==> config.mk <==
export PLATFORM = sky130hd
export DESIGN_NAME = hilo_muldiv_unit
export DESIGN_NICKNAME = d
export VERILOG_FILES = /design/src/rtl/hilo_muldiv_unit.sv
export SDC_FILE = /design/constraint.sdc
export NUM_CORES = 1
export LEC_CHECK = 0
export BUFFER_PORTS_ARGS = -buffer_cell sky130_fd_sc_hd__buf_2
export CAP_MARGIN = 20
export CORE_MARGIN = 3
export CORE_UTILIZATION = 35
export CTS_BUF_LIST = sky130_fd_sc_hd__clkbuf_8
export CTS_CLUSTER_DIAMETER = 100
export DETAILED_ROUTE_END_ITERATION = 8
export PLACE_DENSITY = 0.63
export REMOVE_ABC_BUFFERS = 1
export SYNTH_ARGS = -nofsm -noshare
export SYNTH_HDL_FRONTEND = slang
export SYNTH_SLANG_ARGS = --single-unit
==> constraint.sdc <==
create_clock -name Clk -period 8.9 [get_ports Clk]
set_input_delay 0.89 -clock Clk [delete_from_list [all_inputs] [get_ports Clk]]
set_output_delay 0.89 -clock Clk [all_outputs]
set_load 0.03 [all_outputs]
==> src/rtl/hilo_muldiv_unit.sv <==
// Multi-cycle multiply/divide unit owning the architectural HI/LO registers.
// Iterative shift-add multiply and restoring divide on magnitudes; signs are fixed up in StFin.
module hilo_muldiv_unit #(
  parameter int unsigned WIDTH    = 32,
  parameter int unsigned FAST_MUL = 0
) (
  input  logic             Clk,
  input  logic             Reset,
  input  logic             Start,
  input  logic [2:0]       Op,
  input  logic [WIDTH-1:0] A,
  input  logic [WIDTH-1:0] B,
  output logic             Busy,
  output logic             Done,
  output logic             DivZero,
  output logic [WIDTH-1:0] Hi,
  output logic [WIDTH-1:0] Lo
);

  localparam int unsigned CntW = $clog2(WIDTH);

  localparam logic [2:0] OpMult  = 3'b000;
  localparam logic [2:0] OpMultu = 3'b001;
  localparam logic [2:0] OpDiv   = 3'b010;
  localparam logic [2:0] OpDivu  = 3'b011;
  localparam logic [2:0] OpMadd  = 3'b100;
  localparam logic [2:0] OpMsub  = 3'b101;
  localparam logic [2:0] OpMthi  = 3'b110;
  localparam logic [2:0] OpMtlo  = 3'b111;

  typedef enum logic [1:0] {StIdle, StRun, StFin} state_e;

  state_e             state_q, state_d;
  logic [CntW-1:0]    cnt_q, cnt_d;
  logic [2:0]         op_q, op_d;
  logic [WIDTH-1:0]   a_q, a_d;
  logic [WIDTH-1:0]   b_q, b_d;
  logic [WIDTH-1:0]   hw_q, hw_d;
  logic [WIDTH-1:0]   lw_q, lw_d;
  logic               sa_q, sa_d, sb_q, sb_d;
  logic               dz_q, dz_d;
  logic [WIDTH-1:0]   hi_q, hi_d, lo_q, lo_d;
  logic               done_q, done_d;
  logic               divzero_q, divzero_d;

  logic               accept;
  logic               in_signed, in_mul, in_div, in_iter;
  logic               sign_a, sign_b;
  logic [WIDTH-1:0]   a_mag, b_mag;
  logic               q_div;
  logic [WIDTH:0]     mul_sum, rem_sh, rem_diff;
  logic [2*WIDTH-1:0] fast_prod, prod_mag, prod_s, hilo, hilo_new;

  assign accept    = Start && (state_q == StIdle);
  assign in_signed = (Op == OpMult) || (Op == OpDiv) || (Op == OpMadd) || (Op == OpMsub);
  assign in_mul    = (Op == OpMult) || (Op == OpMultu) || (Op == OpMadd) || (Op == OpMsub);
  assign in_div    = (Op == OpDiv) || (Op == OpDivu);
  assign in_iter   = (in_mul && (FAST_MUL == 0)) || (in_div && (B != '0));
  assign sign_a    = in_signed && A[WIDTH-1];
  assign sign_b    = in_signed && B[WIDTH-1];
  assign a_mag     = sign_a ? -A : A;
  assign b_mag     = sign_b ? -B : B;
  assign q_div     = (op_q == OpDiv) || (op_q == OpDivu);

  // One shift-add step: low word holds the remaining multiplier bits.
  assign mul_sum   = {1'b0, hw_q} + (lw_q[0] ? {1'b0, b_q} : '0);
  // One restoring step: low word shifts dividend bits out and quotient bits in.
  assign rem_sh    = {hw_q, lw_q[WIDTH-1]};
  assign rem_diff  = rem_sh - {1'b0, b_q};

  assign fast_prod = {{WIDTH{1'b0}}, lw_q} * {{WIDTH{1'b0}}, b_q};
  assign prod_mag  = (FAST_MUL != 0) ? fast_prod : {hw_q, lw_q};
  assign prod_s    = (sa_q ^ sb_q) ? -prod_mag : prod_mag;
  assign hilo      = {hi_q, lo_q};
  assign hilo_new  = (op_q == OpMadd) ? hilo + prod_s :
                     (op_q == OpMsub) ? hilo - prod_s : prod_s;

  always_ff @(posedge Clk) begin
    if (!Reset) begin
      state_q   <= StIdle;
      cnt_q     <= '0;
      op_q      <= OpMult;
      a_q       <= '0;
      b_q       <= '0;
      hw_q      <= '0;
      lw_q      <= '0;
      sa_q      <= 1'b0;
      sb_q      <= 1'b0;
      dz_q      <= 1'b0;
      hi_q      <= '0;
      lo_q      <= '0;
      done_q    <= 1'b0;
      divzero_q <= 1'b0;
    end else begin
      state_q   <= state_d;
      cnt_q     <= cnt_d;
      op_q      <= op_d;
      a_q       <= a_d;
      b_q       <= b_d;
      hw_q      <= hw_d;
      lw_q      <= lw_d;
      sa_q      <= sa_d;
      sb_q      <= sb_d;
      dz_q      <= dz_d;
      hi_q      <= hi_d;
      lo_q      <= lo_d;
      done_q    <= done_d;
      divzero_q <= divzero_d;
    end
  end

  always_comb begin
    state_d = state_q;
    unique case (state_q)
      StIdle:  if (accept) state_d = in_iter ? StRun : StFin;
      StRun:   if (cnt_q == CntW'(WIDTH - 1)) state_d = StFin;
      StFin:   state_d = StIdle;
      default: state_d = StIdle;
    endcase
  end

  always_comb begin
    cnt_d     = cnt_q;
    op_d      = op_q;
    a_d       = a_q;
    b_d       = b_q;
    hw_d      = hw_q;
    lw_d      = lw_q;
    sa_d      = sa_q;
    sb_d      = sb_q;
    dz_d      = dz_q;
    hi_d      = hi_q;
    lo_d      = lo_q;
    done_d    = 1'b0;
    divzero_d = divzero_q;
    unique case (state_q)
      StIdle: begin
        if (accept) begin
          cnt_d     = '0;
          op_d      = Op;
          a_d       = A;
          b_d       = b_mag;
          hw_d      = '0;
          lw_d      = a_mag;
          sa_d      = sign_a;
          sb_d      = sign_b;
          dz_d      = in_div && (B == '0);
          divzero_d = 1'b0;
        end
      end
      StRun: begin
        cnt_d = cnt_q + 1'b1;
        if (q_div) begin
          if (!rem_diff[WIDTH]) begin
            hw_d = rem_diff[WIDTH-1:0];
            lw_d = {lw_q[WIDTH-2:0], 1'b1};
          end else begin
            hw_d = rem_sh[WIDTH-1:0];
            lw_d = {lw_q[WIDTH-2:0], 1'b0};
          end
        end else begin
          hw_d = mul_sum[WIDTH:1];
          lw_d = {mul_sum[0], lw_q[WIDTH-1:1]};
        end
      end
      StFin: begin
        done_d = 1'b1;
        case (op_q)
          OpMthi: hi_d = a_q;
          OpMtlo: lo_d = a_q;
          OpDiv, OpDivu: begin
            if (dz_q) begin
              hi_d      = a_q;
              lo_d      = '1;
              divzero_d = 1'b1;
            end else begin
              lo_d = (sa_q ^ sb_q) ? -lw_q : lw_q;
              hi_d = sa_q ? -hw_q : hw_q;
            end
          end
          default: {hi_d, lo_d} = hilo_new;
        endcase
      end
      default: ;
    endcase
  end

  always_comb begin
    Busy    = (state_q != StIdle);
    Done    = done_q;
    DivZero = divzero_q;
    Hi      = hi_q;
    Lo      = lo_q;
  end

endmodule

# --- After elaboration in Yosys (flattened, before gate mapping) ---
# Cells that the tools add are included.
# Widths: inputs -> output; s select.
totals:
  wordCells: 104
  reg_bits: 207
  inputBits: 70
classes:
  n_reduce_logical: 28
  eq_ne: 18
  bitwise_logic: 3
  n_mux: 31
  n_addsub: 10
ops:
  columns: ["cell", "count"]
  rows:
  - ["$mux 32", 12]
  - ["$mux 64", 3]
  - ["$pmux 32 s3", 2]
  - ["$neg 32->32", 4]
  - ["$pmux 32 s2", 2]
  - ["$add 64x64->64", 1]
  - ["$neg 64->64", 1]
  - ["$sub 64x64->64", 1]
  - ["$add 32x32->33", 1]
  - ["$sub 33x32->33", 1]
  - ["$logic_not 32->1", 1]
  - ["$reduce_bool 32->1", 1]
  - ["$eq 3x3->1 const B", 6]
  - ["$eq 3x2->1 const B", 4]
  - ["$pmux 5 s2", 1]
  - ["$reduce_and 2->1", 5]
  - ["$logic_or 1x1->1", 9]
  - ["$ne 2x2->1 const B", 4]
  - ["$mux 2", 3]
  - ["$reduce_bool 2->1", 3]
  - ["$add 5x1->5 const B", 1]
  - ["$eq 5x5->1 const B", 1]
  - ["$logic_and 1x1->1", 5]
  - ["$mux 1", 5]
  - ["other kinds (12)", 13]

# --- Depth between registers and ports, before layout ---
logic_depth:
  word_depth: 8
  depth_mapped: 25
  ltp_nobuf: 24

# --- Worst setup path after synthesis ---
# No wires, ideal clock.
synth_path:
  kind: "register to register"
  from: "reg sa_q"
  to: "reg hi_q[16], in the netlist Hi[16]"
  required_ns: 8.784
  path_slack_ns: 3.469
  n_path_buf: 5
  arrival_time_ns: 5.315
  setup_time_ns: 0.116
  synth_period_minus_slack_ns: 5.431
  path_stages_with_launch: 24
  path_cell_list: "dfxtp_1 clkbuf_1 xnor2_1 clkbuf_1 buf_2 buf_1 buf_1 nor2_1 xnor2_1 inv_1 ha_1 a21o_1 a21o_1 a41oi_1 a21oi_1 o41a_1 a21o_1 a21bo_2 a311oi_1 nor2_1 o41ai_1 xnor2_1 a21oi_1 nor2_1"
synth_via:
  elab_chain_cells: 6
  word_cells_on_any_way: 9
  classes_between: "add/sub: 2; mux: 6; bitwise: 1"
synth_lines:
  columns: ["element", "line", "source"]
  rows:
  - ["start: declaration", "40", "logic sa_q, sa_d, sb_q, sb_d;"]
  - ["start signal: assignment", "87", "sa_q <= 1'b0;"]
  - ["start signal: assignment", "102", "sa_q <= sa_d;"]
  - ["$xor 1x1->1", "73", "assign prod_s = (sa_q ^ sb_q) ? -prod_mag : prod_mag;"]
  - ["$mux 64", "73", null]
  - ["$sub 64x64->64", "76", "(op_q == OpMsub) ? hilo - prod_s : prod_s;"]
  - ["$mux 64", "76", null]
  - ["$mux 64", "75", "assign hilo_new = (op_q == OpMadd) ? hilo + prod_s :"]
  - ["$pmux 32 s3 *", "168", "case (op_q)"]
  - ["end signal: assignment", "105", "hi_q <= hi_d;"]
  - ["end: declaration", "42", "logic [WIDTH-1:0] hi_q, hi_d, lo_q, lo_d;"]
# Every way passes the cells marked *; elsewhere a longest branch is shown, timed or not.
# A chain may end at the register's enable or synchronous reset.

# --- Worst setup path in the final report ---
layout_path:
  from: "reg lw_q[15]"
  to: "reg hi_q[24], in the netlist Hi[24]"
layout_via:
  elab_chain_cells: 6
  word_cells_on_any_way: 7
  classes_between: "add/sub: 3; mux: 4"
layout_lines:
  columns: ["element", "line", "source"]
  rows:
  - ["start: declaration", "39", "logic [WIDTH-1:0] lw_q, lw_d;"]
  - ["start signal: assignment", "101", "lw_q <= lw_d;"]
  - ["$neg 64->64", "73", null]
  - ["$mux 64 *", "73", null]
  - ["$sub 64x64->64", "76", null]
  - ["$mux 64", "76", null]
  - ["$mux 64 *", "75", null]
  - ["$pmux 32 s3 *", "168", null]
# Marked as above.

==> metrics.md <==
| Metric | Value |
|---|---|
| Largest net degree at the start of global routing | `65` |
| H-tree depth | `2` |
| Hold EP | `b_q[31]` |
| Sw frac | `0.435` |
| Ranking of synthesized cells by area | `dfxtp_1, ha_1, a21oi_1` |
| DRT Pass-1 Iters | `9` |
| Total global routing overflow | `0` |
| Insertion delay to the later sink of the worst-skew pair | `660 ps` |
| Tightest Pin Transition | `1220 ps` |
| DIE AREA | `0.0744 mm²` |
| PwrDens | `147 mW/mm²` |
| Startpoint Class | `flop` |
| P_sw | `1.74 mW` |
| Critical path fanouts, max | `13` |
| Sequential fraction of the synthesis area | `0.166` |
| Vias in the first global route | `25900` |
| Seq pwr share | `0.272` |
| Max Cap Violations | `0` |
| Hold-fix buffers at CTS | `0` |
| FMAX | `0.143 GHz` |
| Post-synthesis cell count | `3639` |
| Reg2reg start | `lw_q[15]` |
| Kind of critical path | `reg -> reg` |
| PortBufs | `136` |
| Final critical-path required period | `6980 ps` |
| Vias | `28100` |
| Yosys cell types | `102` |
| Yosys top cell area share | `0.166` |
| Most used DFF post-synth | `dfxtp_1` |
| Post-synth design cell area | `0.0249 mm²` |
| Cell with the most instances after synthesis | `nand2_1` |
| Tot GR Track Use | `0.271` |
| Ys async rst share | `0` |
| Clk buf depth | `3` |
| Remaining antenna violation count | `0` |
| Global-route wire length before repair | `158 mm` |
| Synth Warn # | `0` |
| Initial Utilization | `0.354` |
| Worst Path Required | `9450 ps` |
| Final Hold Fails | `0` |
| Hold path depth | `2` |
| Hold_sp | `b_q[31]` |
| # DRC | `0` |
| Clk_skew | `35.4 ps` |
| Clk slew on worst S/H paths | `70 ps` |
| Vias/cell | `6.13` |
| Fill cells | `7544` |
| Crit end category | `flop` |
| Cell taking the most area after synthesis | `dfxtp_1` |
| Final setup vio count | `0` |
| DP Wirelength | `79.9 mm` |
| #FFs+latches synth | `207` |
| Die width | `273 µm` |
| Clock sink count | `207` |
| FF-to-FF path depth | `20` |
| Fin crit share | `0.785` |
| CORE AREA | `0.0703 mm²` |
| Initial antenna violation count | `3` |
| Post-CTS setup buffer count | `0` |
| CTS root buffer | `clkbuf_8` |
| Drt wl/cell | `23.0 µm` |
| Routability Congestion | `0.989` |
| Crit path DAT | `7540 ps` |
| Static Leak | `11.7 nW` |
| Max Slew Vio Count | `0` |
| Post-route insts no fill | `4585` |
| Clock power share | `0.313` |
| 1st-iter DRT viols | `3298` |
| Final wirelength | `105 mm` |
| Final core utilization | `0.388` |
| Unrepaired setup endpoints after global routing | `false` |
| Synth top cells by count | `nand2_1, nor2_1, a21oi_1` |
| Syn Area/Cell | `6.84 µm²` |
| Total negative slack | `0 ps` |
| Hold slack final | `475 ps` |
| Die height | `273 µm` |
| Total CTS buffers | `44` |
| Status | `finished clean` |
| Area growth syn-to-layout | `9.47%` |
| DP Cell Count | `4499` |
| Worst R2R Setup Slack | `1920 ps` |
| Number of flops mapped to enable cells by yosys | `0` |
| Comb pwr share | `0.415` |
| I/O pin count | `137` |
| Hold crit path type | `reg -> reg` |
| Share of cells above drive strength 1 | `0.0901` |
| # rows | `97` |
| TritonCTS clock tree | `yes` |
| Layout net count | `3856` |
| Slew HR | `0.187` |
| Peak VDD IR | `0.0787 mV` |
| Post-cts sizing count | `0` |
| Reg2reg end | `Hi[24]` |
| Power Internal | `2.26 mW` |
-- registers in the layout, summed over array words and instances, names as in the netlist --
register / count
DivZero: 1
Done: 1
Hi: 32
Lo: 32
a_q: 32
b_q: 32
cnt_q: 5
dz_q: 1
hw_q: 32
lw_q: 32
op_q: 3
sa_q: 1
sb_q: 1
state_q: 2
-- routing by layer --
metal  part of all wire  GRT usage  vias up
met3              0.092     0.0476      253
met5                  0          0        -
met1               0.43      0.372    13200
met4              0.052      0.130        0
li1                   -          -    13200
met2               0.42      0.409     1412
-- through the flow --
step	power (mW)	area (µm²)	setup slack, ps
after detailed placement	2.71	26200	2100
after floorplan	2.20	23900	2910
final	4.00	27300	1920
after global placement	2.71	26200	2190
after global routing	4.20	27300	1620
after CTS	3.97	27200	2070
-- worst max path at each step --
stage	start	end	slack [ps]	cells past startpoint
floorplan	sa_q	Hi[29]	2910	18
global placement	lw_q[15]	Hi[24]	2190	20
detailed placement	lw_q[15]	Hi[24]	2100	20
CTS	lw_q[15]	Hi[24]	2070	20
global route	lw_q[15]	Hi[24]	1620	20
finish	lw_q[15]	Hi[24]	1920	20
-- cell families after synthesis --
group | count (synthesis) | share of synthesized area
and+or+nand+nor | 1274 | 0.240
adders and majority gates | 180 | 0.0915
buffers and inverters | 434 | 0.0666
muxes | 19 | 0.00774
DFF | 207 | 0.166
xor gates and xnor gates | 246 | 0.0871
AOI/OAI and AO/OA | 1279 | 0.340
-- cells in the final DEF (no fill, tap or decap), types with 31 or more instances in the layout --
| cell type | n |
|---|---|
| xnor2_1 | 155 |
| nand2b_1 | 32 |
| clkbuf_8 | 56 |
| o211a_1 | 35 |
| a21boi_0 | 53 |
| a31oi_1 | 49 |
| xor2_1 | 86 |
| ha_1 | 175 |
| o21ai_0 | 284 |
| o21bai_1 | 40 |
| a21o_1 | 69 |
| nand3_1 | 97 |
| and3_1 | 52 |
| or3_1 | 34 |
| nand4_1 | 34 |
| buf_4 | 43 |
| dfxtp_1 | 206 |
| nand2_1 | 429 |
| nor2_1 | 332 |
| a221oi_1 | 53 |
| o211ai_1 | 53 |
| nor4_1 | 45 |
| inv_1 | 180 |
| buf_2 | 135 |
| nor3_1 | 75 |
| a21oi_1 | 331 |
| a211oi_1 | 31 |
| nor2b_1 | 32 |
-- power groups by stage --
stage	sequential, mW	clock (mW)	combinational [mW]
2_1_floorplan	1.08	0	1.12
3_3_place_gp	1.10	0	1.61
3_5_place_dp	1.10	0	1.60
4_1_cts	1.08	1.27	1.61
5_1_grt	1.09	1.31	1.80
6_report	1.09	1.25	1.66
-- cell type report --
cell class,instances,area [µm²],area share
sequential,207,4150,0.152
clock inverter,25,270,0.00991
clock buffer,56,771,0.0283
antenna,3,7.51,0.000275
inverter,176,661,0.0242
timing repair buffer,180,1030,0.0378
tap,940,1180,0.0431
multi-input combinational,2998,19200,0.704
-- worst max-delay path, cell delays in order, from the launching register on --
cell       delay [ps]
dfxtp_1           460
or4_1             620
nor3_1            640
nand3_1           480
or2_2             440
o21ai_0           190
xor2_1            400
inv_1              90
ha_1              430
nand2_1           150
nor4_1            470
nand2_1           150
or2_2             320
o2111ai_1         370
a21oi_1           170
o21ai_0           490
nor2b_1           290
nand4_1           120
o211ai_1          140
nand4_1           120
a221oi_1          300
(Power assumes the default switching activity.)
